==> src/rtl/emmc_ddr_rx_deframer.sv <==
// eMMC DDR receive deframer: finds the start bit on DAT0, deserialises the
// rising- and falling-edge streams into 16-bit words, then checks the
// per-line/per-edge CRC16 and the end bit of one data block.
module emmc_ddr_rx_deframer #(
  parameter int unsigned          BLKSIZE_W      = 12,
  parameter int unsigned          TIMEOUT_W      = 24,
  parameter logic [TIMEOUT_W-1:0] TIMEOUT_CYCLES = 24'hFFFFFF
) (
  input  logic                 Clk,
  input  logic                 Reset_n,
  input  logic                 Start,
  input  logic                 Abort,
  input  logic [1:0]           BusWidth,
  input  logic [BLKSIZE_W-1:0] BlockSize,
  input  logic [7:0]           DatPos,
  input  logic [7:0]           DatNeg,
  output logic [15:0]          DataOut,
  output logic                 DataValid,
  output logic                 Busy,
  output logic                 Done,
  output logic                 CrcError,
  output logic                 EndBitError,
  output logic                 Timeout
);

  localparam int BC_W = BLKSIZE_W + 3;

  typedef enum logic [2:0] {
    S_IDLE, S_WAIT_START, S_DATA, S_CRC, S_END, S_DONE
  } state_t;

  // CRC16 x^16+x^12+x^5+1, one data bit per call, MSB first.
  function automatic logic [15:0] crc16_step(input logic [15:0] crc, input logic bit_in);
    logic fb;
    fb = crc[15] ^ bit_in;
    crc16_step = {crc[14:0], 1'b0} ^ (fb ? 16'h1021 : 16'h0000);
  endfunction

  state_t                state_q, state_d;
  logic [1:0]            width_q, width_d;      // 0=1-bit, 1=4-bit, 2=8-bit
  logic [BLKSIZE_W-1:0]  blksize_q, blksize_d;
  logic [TIMEOUT_W-1:0]  cnt_q, cnt_d;          // start timeout, then CRC bit count
  logic [2:0]            sub_q, sub_d;          // cycle within the current byte
  logic [BC_W-1:0]       byte_cnt_q, byte_cnt_d;
  logic [7:0]            pos_sh_q, pos_sh_d, neg_sh_q, neg_sh_d;
  logic [15:0][15:0]     crc_q, crc_d;          // [7:0] rising lines, [15:8] falling lines
  logic [15:0][15:0]     rx_q, rx_d;            // received CRC, same layout
  logic [15:0]           dout_q, dout_d;
  logic                  dvalid_q, dvalid_d, busy_q, busy_d, done_q, done_d;
  logic                  crc_err_q, crc_err_d, end_err_q, end_err_d, tmo_q, tmo_d;

  logic [7:0]            lane_mask_s, pos_byte_s, neg_byte_s;
  logic [2:0]            sub_last_s;
  logic [BC_W-1:0]       byte_nxt_s;

  // Width-dependent decode: enabled lanes, cycles per byte, next byte images.
  always_comb begin
    lane_mask_s = 8'hFF;
    sub_last_s  = 3'd0;
    pos_byte_s  = DatPos;
    neg_byte_s  = DatNeg;
    byte_nxt_s  = byte_cnt_q + BC_W'(2);
    case (width_q)
      2'd0: begin
        lane_mask_s = 8'h01;
        sub_last_s  = 3'd7;
        pos_byte_s  = {pos_sh_q[6:0], DatPos[0]};
        neg_byte_s  = {neg_sh_q[6:0], DatNeg[0]};
      end
      2'd1: begin
        lane_mask_s = 8'h0F;
        sub_last_s  = 3'd1;
        pos_byte_s  = {pos_sh_q[3:0], DatPos[3:0]};
        neg_byte_s  = {neg_sh_q[3:0], DatNeg[3:0]};
      end
      default: begin
        lane_mask_s = 8'hFF;
        sub_last_s  = 3'd0;
        pos_byte_s  = DatPos;
        neg_byte_s  = DatNeg;
      end
    endcase
  end

  // Next-state and datapath logic; Abort overrides every state.
  always_comb begin
    state_d    = state_q;
    width_d    = width_q;
    blksize_d  = blksize_q;
    cnt_d      = cnt_q;
    sub_d      = sub_q;
    byte_cnt_d = byte_cnt_q;
    pos_sh_d   = pos_sh_q;
    neg_sh_d   = neg_sh_q;
    crc_d      = crc_q;
    rx_d       = rx_q;
    dout_d     = dout_q;
    dvalid_d   = 1'b0;
    done_d     = 1'b0;
    tmo_d      = 1'b0;
    crc_err_d  = crc_err_q;
    end_err_d  = end_err_q;
    case (state_q)
      S_IDLE: begin
        if (Start) begin
          state_d    = S_WAIT_START;
          width_d    = (BusWidth == 2'd3) ? 2'd2 : BusWidth;
          blksize_d  = BlockSize;
          cnt_d      = '0;
          crc_d      = '0;
          rx_d       = '0;
          crc_err_d  = 1'b0;
          end_err_d  = 1'b0;
        end else begin
          state_d = S_IDLE;
        end
      end
      S_WAIT_START: begin
        if (!DatPos[0] && !DatNeg[0]) begin
          state_d    = S_DATA;
          sub_d      = 3'd0;
          byte_cnt_d = '0;
        end else if (cnt_q == TIMEOUT_CYCLES - TIMEOUT_W'(1)) begin
          state_d = S_IDLE;
          tmo_d   = 1'b1;
          done_d  = 1'b1;
        end else begin
          cnt_d = cnt_q + TIMEOUT_W'(1);
        end
      end
      S_DATA: begin
        for (int i = 0; i < 8; i++) begin
          crc_d[i]     = crc16_step(crc_q[i], DatPos[i]);
          crc_d[i + 8] = crc16_step(crc_q[i + 8], DatNeg[i]);
        end
        pos_sh_d = pos_byte_s;
        neg_sh_d = neg_byte_s;
        if (sub_q == sub_last_s) begin
          sub_d      = 3'd0;
          dvalid_d   = 1'b1;
          dout_d     = {neg_byte_s, pos_byte_s};
          byte_cnt_d = byte_nxt_s;
          if (byte_nxt_s >= {3'b000, blksize_q}) begin
            state_d = S_CRC;
            cnt_d   = '0;
          end else begin
            state_d = S_DATA;
          end
        end else begin
          sub_d = sub_q + 3'd1;
        end
      end
      S_CRC: begin
        for (int i = 0; i < 8; i++) begin
          rx_d[i]     = {rx_q[i][14:0], DatPos[i]};
          rx_d[i + 8] = {rx_q[i + 8][14:0], DatNeg[i]};
        end
        if (cnt_q == TIMEOUT_W'(15)) begin
          state_d = S_END;
        end else begin
          cnt_d = cnt_q + TIMEOUT_W'(1);
        end
      end
      S_END: begin
        for (int i = 0; i < 8; i++) begin
          if (lane_mask_s[i] && ((rx_q[i] != crc_q[i]) || (rx_q[i + 8] != crc_q[i + 8]))) begin
            crc_err_d = 1'b1;
          end else begin
            crc_err_d = crc_err_d;
          end
          if (lane_mask_s[i] && !(DatPos[i] && DatNeg[i])) begin
            end_err_d = 1'b1;
          end else begin
            end_err_d = end_err_d;
          end
        end
        done_d  = 1'b1;
        state_d = S_DONE;
      end
      S_DONE: begin
        state_d = S_IDLE;
      end
      default: begin
        state_d = S_IDLE;
      end
    endcase
    if (Abort) begin
      state_d  = S_IDLE;
      dvalid_d = 1'b0;
      done_d   = 1'b0;
      tmo_d    = 1'b0;
    end else begin
      state_d = state_d;
    end
    busy_d = (state_d != S_IDLE);
  end

  // State and datapath registers with synchronous active-low reset.
  always_ff @(posedge Clk) begin
    if (!Reset_n) begin
      state_q    <= S_IDLE;
      width_q    <= 2'd0;
      blksize_q  <= '0;
      cnt_q      <= '0;
      sub_q      <= 3'd0;
      byte_cnt_q <= '0;
      pos_sh_q   <= 8'h00;
      neg_sh_q   <= 8'h00;
      crc_q      <= '0;
      rx_q       <= '0;
      dout_q     <= 16'h0000;
      dvalid_q   <= 1'b0;
      busy_q     <= 1'b0;
      done_q     <= 1'b0;
      crc_err_q  <= 1'b0;
      end_err_q  <= 1'b0;
      tmo_q      <= 1'b0;
    end else begin
      state_q    <= state_d;
      width_q    <= width_d;
      blksize_q  <= blksize_d;
      cnt_q      <= cnt_d;
      sub_q      <= sub_d;
      byte_cnt_q <= byte_cnt_d;
      pos_sh_q   <= pos_sh_d;
      neg_sh_q   <= neg_sh_d;
      crc_q      <= crc_d;
      rx_q       <= rx_d;
      dout_q     <= dout_d;
      dvalid_q   <= dvalid_d;
      busy_q     <= busy_d;
      done_q     <= done_d;
      crc_err_q  <= crc_err_d;
      end_err_q  <= end_err_d;
      tmo_q      <= tmo_d;
    end
  end

  assign DataOut     = dout_q;
  assign DataValid   = dvalid_q;
  assign Busy        = busy_q;
  assign Done        = done_q;
  assign CrcError    = crc_err_q;
  assign EndBitError = end_err_q;
  assign Timeout     = tmo_q;

endmodule

==> config.mk <==
export PLATFORM = sky130hd
export DESIGN_NAME = emmc_ddr_rx_deframer
export DESIGN_NICKNAME = d
export VERILOG_FILES = /design/src/rtl/emmc_ddr_rx_deframer.sv
export SDC_FILE = /design/constraint.sdc
export NUM_CORES = 1
export LEC_CHECK = 0
export BUFFER_PORTS_ARGS = -buffer_cell sky130_fd_sc_hd__buf_2
export CAP_MARGIN = 20
export CORE_UTILIZATION = 44
export DETAILED_ROUTE_END_ITERATION = 8
export GPL_TIMING_DRIVEN = 0
export PLACE_DENSITY = 0.57
export SETUP_SLACK_MARGIN = 0.4
export SYNTH_ARGS = -nofsm -noshare
export SYNTH_HDL_FRONTEND = slang
export SYNTH_SLANG_ARGS = --single-unit
==> constraint.sdc <==
create_clock -name Clk -period 3.5 [get_ports Clk]
set_input_delay 0 -clock Clk [delete_from_list [all_inputs] [get_ports Clk]]
set_output_delay 0 -clock Clk [all_outputs]
set_load 0.005 [all_outputs]
After elaboration in Yosys (flattened, before gate mapping)
Index checks and enable logic that the tools add are counted.

Bits in registers: 607. Bits in latches: 0. RAM bits: 0. Memory bits (read-only): 0. Bits of input ports: 34. Output and inout port bits: 22. Word-level logic and storage cells: 251. Memories: 0.

$add $sub $neg: 3. Multiply operators: 0. Div/mod/pow operators: 0. Order comparisons: 1. Equality and inequality tests: 34. Shift operators: 0. Muxes and demuxes: 68. Bitwise operators: 35. Reductions and logical operators: 63.

Operator list (number): one-hot mux 256 bit (2 select lines) (2); two-way mux 256 bit (1); inequality test 16 bit (16); XOR 16 x 13 -> 16 bit (16); two-way mux 13 bit (16); two-way mux 24 bit (6); one-hot mux 24 bit (4 select lines) (1); one-hot mux 8 bit (2 select lines) (3); two-way mux 15 bit (2); one-hot mux 15 bit (2 select lines) (1); logical AND 1 bit (25); adder 24 x 1 -> 24 bit (second input constant) (1); == test 24 bit (second input constant) (1); == test 24 x 4 -> 1 bit (second input constant) (1); two-way mux 1 bit (22); two-way mux 3 bit (7); inequality test 9 bit (second input constant) (2); XOR 1 bit (16); adder 15 x 2 -> 15 bit (second input constant) (1); greater-or-equal comparator 15 x 12 -> 1 bit (1); one-hot mux 3 bit (5 select lines) (1); inequality test 2 bit (second input constant) (7); one-hot mux 3 bit (2 select lines) (2); logical NOT 1 bit (10); 21 further kinds (43).

Longest topological paths before layout
Gate-level depths: netlist (run 1).

Word-level depth: 12. Depth in mapped cells: 14. Gate-level depth less buffers: 12.

Least setup slack after synthesis (run 1)
No wires, ideal clock.

Path kind: flip-flop to flip-flop. Start point: register byte_cnt_q[3]. End point: register cnt_q[7]. Setup time: 0.101 ns. Arrival time: 2.924 ns. Required time: 3.399 ns. Slack: 0.475 ns. Stages on the path, launching flop included: 15. Path buffers: 2. Period minus slack after synthesis: 3.025 ns. Cells stage by stage: dfxtp_1 nand3_2 nor2_1 nand3_1 xnor2_1 ha_1 a41oi_1 o21ai_0 a221oi_1 nand4_2 o21ai_4 buf_2 buf_2 o311ai_1 o41ai_1.

Cells in the longest elaborated chain, start to end: 4.

RTL lines: from (decl) (RTL line 44) `logic [BC_W-1:0] byte_cnt_q, byte_cnt_d;`; from (signal assigned) (RTL line 224) `byte_cnt_q <= byte_cnt_d;`; adder 15 x 2 -> 15 bit (RTL line 62) `byte_nxt_s = byte_cnt_q + BC_W'(2);`; greater-or-equal comparator 15 x 12 -> 1 bit (RTL line 143) `if (byte_nxt_s >= {3'b000, blksize_q}) begin`; inequality test 2 bit (no line); AND reduction 7 bit (no line); to (signal assigned) (RTL line 222) `cnt_q <= cnt_d;`; to (decl) (RTL line 42) `logic [TIMEOUT_W-1:0] cnt_q, cnt_d;`.

No other way between the ends. A chain may end at the register's enable or synchronous reset.

Worst setup path after layout (run 1)
Start point: register crc_q[51] (netlist name). End point: register crc_err_q, in the netlist CrcError.

Cells in the longest elaborated chain, start to end: 9. Elaborated cells between the ends (all ways): 11. Classes of those cells: eq/ne (2); mux (6); reduce/logical (3).

RTL lines: from (decl) (RTL line 46) `logic [15:0][15:0] crc_q, crc_d;`; from (signal assigned) (RTL line 227) `crc_q <= crc_d;`; inequality test 16 bit * (RTL line 166) `if (lane_mask_s[i] && ((rx_q[i] != crc_q[i]) || (rx_q[i + 8] != crc_q[i + 8]))) begin`; logical OR 1 bit * (RTL line 166); logical AND 1 bit * (RTL line 166); two-way mux 1 bit (5 in a row) (RTL line 166); one-hot mux 1 bit (2 select lines) (RTL line 103) `case (state_q)`; to (signal assigned) (RTL line 233) `crc_err_q <= crc_err_d;`; to (decl) (RTL line 50) `logic crc_err_q, crc_err_d, end_err_q, end_err_d, tmo_q, tmo_d;`.

Mark *: on every way between the ends. The rest lies on a longest branch, timed or not.

==> impl_metrics.prom, run 1 <==
# TYPE chip_impl_metric gauge
chip_impl_metric{name="rrSetupSlack",unit="ns"} 0.49
chip_impl_info{name="start_kind",value="flip-flop"} 1
chip_impl_metric{name="max_freq",unit="MHz"} 332.4
chip_impl_metric{name="preCtsSetupSlack",unit="ns"} -0.2960
chip_impl_metric{name="grt_usage",unit=""} 0.2719
chip_impl_metric{name="synth-seq-area-share",unit=""} 0.4909
chip_impl_info{name="path_class",value="reg -> reg"} 1
chip_impl_metric{name="dieWidth",unit="um"} 239
chip_impl_metric{name="fp.coreArea",unit="um^2"} 55310
chip_impl_metric{name="grt_antenna_before_repair",unit=""} 0
chip_impl_metric{name="nNetsFinal",unit=""} 2926
chip_impl_info{name="final_cell_mix",value="598 x dfxtp_1, 578 x nor2_1, 521 x a22oi_1, 194 x clkbuf_1, 189 x xor2_1"} 1
chip_impl_metric{name="drv.max_cap_violation_count",unit=""} 0
chip_impl_metric{name="critical_path_arrival",unit="ns"} 3.44
chip_impl_metric{name="io_pins",unit=""} 56
chip_impl_metric{name="synth.net_count",unit=""} 2765
chip_impl_metric{name="synthCells",unit=""} 2716
chip_impl_metric{name="clk_latency",unit="ns"} 0.60
chip_impl_metric{name="worstHoldPathCells",unit=""} 3
chip_impl_metric{name="post_drt_via_cell_ratio",unit=""} 5.827
chip_impl_metric{name="detailedRoute.firstIterationViolations",unit=""} 2153
chip_impl_metric{name="route.detailed.wl_per_inst",unit="um"} 21.41
chip_impl_metric{name="firstDrtPassIters",unit=""} 5
chip_impl_metric{name="final_max_slew_viol_count",unit=""} 0
chip_impl_metric{name="initial_utilization",unit=""} 0.4469
chip_impl_info{name="min-delay-path-class",value="in -> reg"} 1
chip_impl_metric{name="detail_route.drc_violations",unit=""} 0
chip_impl_metric{name="hpwlAfterDp",unit="mm"} 57.23
chip_impl_info{name="tritoncts_clock_tree",value="yes"} 1
chip_impl_info{name="synth_largest_area_cell",value="dfxtp_1"} 1
chip_impl_info{name="hold_path_endpoint",value="pos_sh_q[0]"} 1
chip_impl_metric{name="max_slew_margin_vs_limit",unit=""} 0.2113
chip_impl_metric{name="report.final.setup_viol",unit=""} 0
chip_impl_metric{name="route.antenna.remaining_nets",unit=""} 0
chip_impl_metric{name="route.vias.total",unit=""} 21372
chip_impl_metric{name="hold_viol",unit=""} 0
chip_impl_metric{name="die_height",unit="um"} 239
chip_impl_info{name="crit-reg2reg-capture",value="CrcError"} 1
chip_impl_info{name="run_status",value="completed"} 1
chip_impl_metric{name="timing.critical_path.required",unit="ns"} 3.93
chip_impl_metric{name="leakagePower",unit="nW"} 10.81
chip_impl_info{name="ys_top_cells_by_area",value="dfxtp_1 49%, a22oi_1 16%, nor2_1 8.8%"} 1
chip_impl_metric{name="p_per_area",unit="nW/um^2"} 504.7
chip_impl_metric{name="drive_above_1_share",unit=""} 0.06989
chip_impl_metric{name="peakVddDrop",unit="mV"} 0.3684
chip_impl_metric{name="synth-async-reset-ratio",unit=""} 0
chip_impl_metric{name="instances_no_fill",unit=""} 3668
chip_impl_metric{name="synth_seq_cells",unit=""} 606
chip_impl_metric{name="grt_pass1_wl",unit="mm"} 118.7
chip_impl_metric{name="rr_worst_depth",unit=""} 7
chip_impl_metric{name="synth_area_per_cell",unit="um^2"} 9.100
chip_impl_metric{name="cts_num_sinks",unit=""} 606
chip_impl_info{name="reg2reg_from",value="crc_q[51]"} 1
chip_impl_metric{name="finClkSkew",unit="ns"} 0.01871
chip_impl_metric{name="design.die.area",unit="um^2"} 57120
chip_impl_info{name="dominantRegCellSynth",value="dfxtp_1"} 1
chip_impl_metric{name="globalplace.congestion",unit=""} 0.9131
chip_impl_metric{name="worst_setup_hold_path_clk_slew",unit="ns"} 0.06
chip_impl_metric{name="area_growth",unit="%"} 15.74
chip_impl_info{name="cts-root-buf",value="clkbuf_16"} 1
chip_impl_metric{name="number_of_global_route_vias_before_repair",unit=""} 19783
chip_impl_metric{name="setup_tns",unit="ns"} 0
chip_impl_metric{name="io_buffers",unit=""} 53
chip_impl_metric{name="cts-root-to-sink-buffers",unit=""} 3
chip_impl_metric{name="synth-edff-count",unit=""} 0
chip_impl_metric{name="whs",unit="ns"} 0.07216
chip_impl_metric{name="postRouteWirelength",unit="mm"} 78.54
chip_impl_info{name="type_of_element_capturing_the_critical_path",value="flip-flop"} 1
chip_impl_metric{name="cts_inserted_buffers",unit=""} 66
chip_impl_metric{name="leftover_overflow_at_the_end_of_global_routing",unit=""} 0
chip_impl_metric{name="timing.final.crit_share",unit=""} 0.8595
chip_impl_info{name="final_common_cell",value="dfxtp_1"} 1
chip_impl_metric{name="htree_num_levels",unit=""} 3
chip_impl_metric{name="netlist-cell-type-count",unit=""} 54
chip_impl_info{name="hold_start",value="DatPos[0]"} 1
chip_impl_metric{name="period_needed",unit="ns"} 3.008
chip_impl_metric{name="ys_warn_count",unit=""} 0
chip_impl_metric{name="fin_ws",unit="ns"} 0.4919
chip_impl_metric{name="post_synth_instance_area",unit="um^2"} 24710
chip_impl_metric{name="maximum_net_fanout_on_the_critical_path",unit=""} 3
chip_impl_metric{name="post-synth-top-area-fraction",unit=""} 0.4909
chip_impl_metric{name="grt_start_max_net_pins",unit=""} 14
chip_impl_info{name="unrepaired_setup_endpoints_after_global_routing",value="true"} 1
chip_impl_metric{name="place_inst",unit=""} 3517
chip_impl_metric{name="rows",unit=""} 86
chip_impl_metric{name="worstMarginPinSlew",unit="ns"} 1.183
[area by class of cell]
type	count	area (um^2)
timing repair buffer	93	664.4
buffer	207	833.3
fill	5272	26700
sequential	606	12160
clock buffer	100	2048
clock inverter	10	77.57
tap	748	935.9
multi-input combinational	1874	11780
antenna	1	2.502
inverter	29	108.9
[stage by stage]
stage	instance area, um^2	power [mW]	utilization
2_1_floorplan	24720	7.416	-
3_3_place_gp	25920	7.664	0.4686
3_5_place_dp	25920	7.670	0.4686
4_1_cts	28450	14.56	0.5144
5_1_grt	28600	14.88	0.5172
6_report	28610	14.44	0.5172
[cell usage after synthesis, types with 13 or more instances]
cell type  count
nand3_1       19
buf_1         14
xnor2_1      116
a21oi_1       64
clkbuf_1     186
o21ai_0       24
dfxtp_1      606
nor4_1        47
a22oi_1      521
nor2_1       580
mux2i_1       14
xor2_1       190
a211oi_1      15
and3_1        13
or4_1         19
nand2_1       97
inv_1         29
nand4_1       48
ha_1          15
o31ai_1       13
[metal layers]
layer | track usage | vias to the layer above | wire length (um)
li1 | - | 9993 | -
met1 | 0.3754 | 10553 | 35660
met2 | 0.4345 | 693 | 35820
met3 | 0.04122 | 133 | 4839
met4 | 0.08625 | 0 | 2220
met5 | 0 | - | 0
[power breakdown]
| part | internal, mW | leakage, nW | switching [mW] | total [mW] |
|---|---|---|---|---|
| logic | 0.144 | 4.88 | 0.490 | 0.634 |
| registers | 6.91 | 4.89 | 0.0120 | 6.92 |
| clock network | 4.09 | 1.05 | 2.80 | 6.89 |
[worst max-delay path: stages (launching register included)]
cell      delay (ns)
dfxtp_1         0.33
xor2_1          0.17
nor4_1          0.82
nand4_1         0.17
nor4_1          0.53
nand3_1         0.26
o32ai_1         0.45
a221oi_1        0.13
[sequential cells by signal (all words and copies together), names as in the netlist, 2 cells and up]
signal and cells:
sub_q 3, crc_q 256, blksize_q 12, pos_sh_q 7, state_q 3, cnt_q 24
width_q 2, byte_cnt_q 14, neg_sh_q 7, DataOut 16, rx_q 256
[how the worst max path moves through the flow]
stage | startpoint | to | cells past startpoint
after global routing | byte_cnt_q[3] | cnt_q[21] | 13
after global placement | byte_cnt_q[3] | cnt_q[7] | 14
after detailed placement | byte_cnt_q[3] | cnt_q[5] | 14
final | crc_q[51] | CrcError | 7
after floorplan | byte_cnt_q[3] | cnt_q[7] | 14
after CTS | byte_cnt_q[1] | cnt_q[10] | 14
[what timing repair did]
action                                 CTS  global route
pin swaps                                4            12
setup buffers                            2             5
setup endpoints to repair              150           176
endpoints found under the hold margin   59             0
gates resized for setup                 29            25
hold buffers                            31             0
gates cloned                             0             1
[cell families after synthesis]
kind of cell,share of synthesized area
xor gates and xnor gates,0.1084
adders and majority gates,0.007594
AOI/OAI and AO/OA,0.1974
buffers and inverters,0.03645
muxes,0.005670
DFF,0.4909
and+or+nand+nor,0.1536
Power figures use the tool's default switching activity.
==> run 2, diff against run 1 <==
Settings changed: REMOVE_ABC_BUFFERS set to 1.
==> impl_metrics.prom, run 2 (synthesis gave the netlist of run 1 again) <==
# TYPE chip_impl_metric gauge
chip_impl_info{name="final_cell_mix",value="597 x dfxtp_1, 574 x nor2_1, 521 x a22oi_1, 189 x xor2_1, 115 x xnor2_1"} 1
chip_impl_metric{name="final_max_slew_viol_count",unit=""} 0
chip_impl_metric{name="route.antenna.remaining_nets",unit=""} 0
chip_impl_info{name="unrepaired_setup_endpoints_after_global_routing",value="false"} 1
chip_impl_metric{name="area_growth",unit="%"} 16.72
chip_impl_metric{name="drive_above_1_share",unit=""} 0.09395
chip_impl_metric{name="io_buffers",unit=""} 55
chip_impl_metric{name="place_inst",unit=""} 3358
chip_impl_metric{name="leakagePower",unit="nW"} 11.01
chip_impl_metric{name="worst_setup_hold_path_clk_slew",unit="ns"} 0.06
chip_impl_metric{name="hpwlAfterDp",unit="mm"} 43.18
chip_impl_metric{name="number_of_global_route_vias_before_repair",unit=""} 18878
chip_impl_metric{name="fin_ws",unit="ns"} 0.4437
chip_impl_metric{name="initial_utilization",unit=""} 0.4469
chip_impl_metric{name="whs",unit="ns"} 0.1814
chip_impl_info{name="min-delay-path-class",value="in -> reg"} 1
chip_impl_metric{name="drv.max_cap_violation_count",unit=""} 0
chip_impl_metric{name="htree_num_levels",unit=""} 3
chip_impl_metric{name="p_per_area",unit="nW/um^2"} 508.4
chip_impl_info{name="start_kind",value="flip-flop"} 1
chip_impl_metric{name="maximum_net_fanout_on_the_critical_path",unit=""} 3
chip_impl_metric{name="leftover_overflow_at_the_end_of_global_routing",unit=""} 0
chip_impl_metric{name="design.die.area",unit="um^2"} 57120
chip_impl_metric{name="critical_path_arrival",unit="ns"} 3.49
chip_impl_info{name="tritoncts_clock_tree",value="yes"} 1
chip_impl_metric{name="dieWidth",unit="um"} 239
chip_impl_metric{name="report.final.setup_viol",unit=""} 0
chip_impl_info{name="cts-root-buf",value="clkbuf_16"} 1
chip_impl_metric{name="n_fill_cell",unit=""} 5079
chip_impl_info{name="reg2reg_from",value="crc_q[33]"} 1
chip_impl_metric{name="grt_start_max_net_pins",unit=""} 150
chip_impl_info{name="leading_registers_by_flop_count",value="crc_q (256), rx_q (256), cnt_q (24)"} 1
chip_impl_metric{name="timing.final.crit_share",unit=""} 0.8732
chip_impl_info{name="type_of_element_capturing_the_critical_path",value="flip-flop"} 1
chip_impl_metric{name="grt_antenna_before_repair",unit=""} 0
chip_impl_metric{name="setup_tns",unit="ns"} 0
chip_impl_metric{name="io_pins",unit=""} 56
chip_impl_metric{name="final_core_occ",unit=""} 0.5216
chip_impl_metric{name="grt_pass1_wl",unit="mm"} 105.0
chip_impl_metric{name="detailedRoute.firstIterationViolations",unit=""} 1780
chip_impl_metric{name="hold_viol",unit=""} 0
chip_impl_info{name="hold_start",value="BlockSize[9]"} 1
chip_impl_metric{name="instances_no_fill",unit=""} 3526
chip_impl_metric{name="cts_num_sinks",unit=""} 606
chip_impl_metric{name="grt_usage",unit=""} 0.2277
chip_impl_metric{name="period_needed",unit="ns"} 3.056
chip_impl_metric{name="cts_inserted_buffers",unit=""} 66
chip_impl_metric{name="total_power",unit="mW"} 14.67
chip_impl_metric{name="preCtsSetupSlack",unit="ns"} -0.5403
chip_impl_info{name="worst_setup_path_startpoint",value="crc_q[33]"} 1
chip_impl_metric{name="firstDrtPassIters",unit=""} 6
chip_impl_metric{name="globalplace.congestion",unit=""} 0.8026
chip_impl_metric{name="finClkSkew",unit="ns"} 0.01904
chip_impl_metric{name="nNetsFinal",unit=""} 2778
chip_impl_metric{name="worstMarginPinSlew",unit="ns"} 0.9412
chip_impl_info{name="final_common_cell",value="dfxtp_1"} 1
chip_impl_metric{name="postRouteWirelength",unit="mm"} 65.85
chip_impl_metric{name="clk_latency",unit="ns"} 0.59
chip_impl_metric{name="peakVddDrop",unit="mV"} 0.3669
chip_impl_metric{name="placement.cell_area",unit="um^2"} 25950
chip_impl_metric{name="timing.critical_path.required",unit="ns"} 3.93
chip_impl_metric{name="die_height",unit="um"} 239
chip_impl_metric{name="rows",unit=""} 86
chip_impl_metric{name="post_drt_via_cell_ratio",unit=""} 5.705
chip_impl_metric{name="fp.coreArea",unit="um^2"} 55310
chip_impl_metric{name="worstHoldPathCells",unit=""} 4
chip_impl_metric{name="postLayoutCellArea",unit="um^2"} 28850
chip_impl_metric{name="max_slew_margin_vs_limit",unit=""} 0.3724
chip_impl_metric{name="max_freq",unit="MHz"} 327.2
chip_impl_metric{name="route.vias.total",unit=""} 20115
chip_impl_metric{name="route.detailed.wl_per_inst",unit="um"} 18.68
chip_impl_metric{name="antennaDiodeCount",unit=""} 0
chip_impl_info{name="path_class",value="reg -> reg"} 1
chip_impl_metric{name="rr_worst_depth",unit=""} 7
chip_impl_metric{name="cts-root-to-sink-buffers",unit=""} 3
chip_impl_info{name="run_status",value="completed"} 1
chip_impl_metric{name="detail_route.drc_violations",unit=""} 0
-- run 2: cell types whose count changed in the layout (fill, tap and decap cells not counted), moves of 4 or more --
cell / before / now
buf_1: 13 / 0
buf_12: 0 / 15
buf_16: 1 / 8
buf_4: 6 / 13
buf_6: 6 / 22
buf_8: 0 / 4
clkbuf_1: 194 / 18
clkbuf_2: 7 / 0
clkbuf_8: 12 / 16
nor2_1: 578 / 574
-- run 2: critical path: stages, from the launching register on --
cell,delay (ns)
dfxtp_1,0.33
xor2_1,0.18
nor4_1,0.58
nand4_1,0.16
nor4_1,0.62
nand3_1,0.22
o32ai_1,0.63
a221oi_1,0.16
-- run 2: path summary, 6_finish.rpt --
kind / endpoint / slack, ns
worst max-delay path: CrcError / 0.44
worst min-delay path: blksize_q[9] / 0.18
worst max register to register: CrcError / 0.44
worst min register to register: DataOut[0] / 0.45
-- run 2: power breakdown --
group | internal [mW] | switching (mW) | total (mW) | leakage, nW
registers | 6.91 | 0.0187 | 6.93 | 4.89
logic | 0.187 | 0.430 | 0.617 | 5.02
clock network | 4.34 | 2.79 | 7.12 | 1.10
total | 11.4 | 3.24 | 14.7 | 11.0
-- run 2: final cells by class --
type,instances,area (um^2),area share
clock inverter,12,167.7,0.005812
inverter,29,116.4,0.004034
clock buffer,105,2064,0.07157
timing repair buffer,149,1521,0.05274
tap,748,935.9,0.03244
multi-input combinational,1877,11880,0.4118
sequential,606,12160,0.4216
-- run 2: what timing repair did --
action / in CTS / in global routing
gates cloned: 3 / 0
buffers inserted: 8 / 8
hold buffers: 32 / 0
gates resized for setup: 22 / 21
pin swaps: 10 / 22
endpoints found under the setup margin: 26 / 69
hold endpoints to repair: 86 / 0
-- run 2: metal layers --
layer	wire length, um	global-route usage	vias up	part of all wire
met3	3111	0.03025	83	0.047
met2	30160	0.3600	459	0.46
met1	31360	0.3230	9871	0.48
met4	1211	0.06469	0	0.018
li1	-	-	9702	-
met5	0	0	-	0
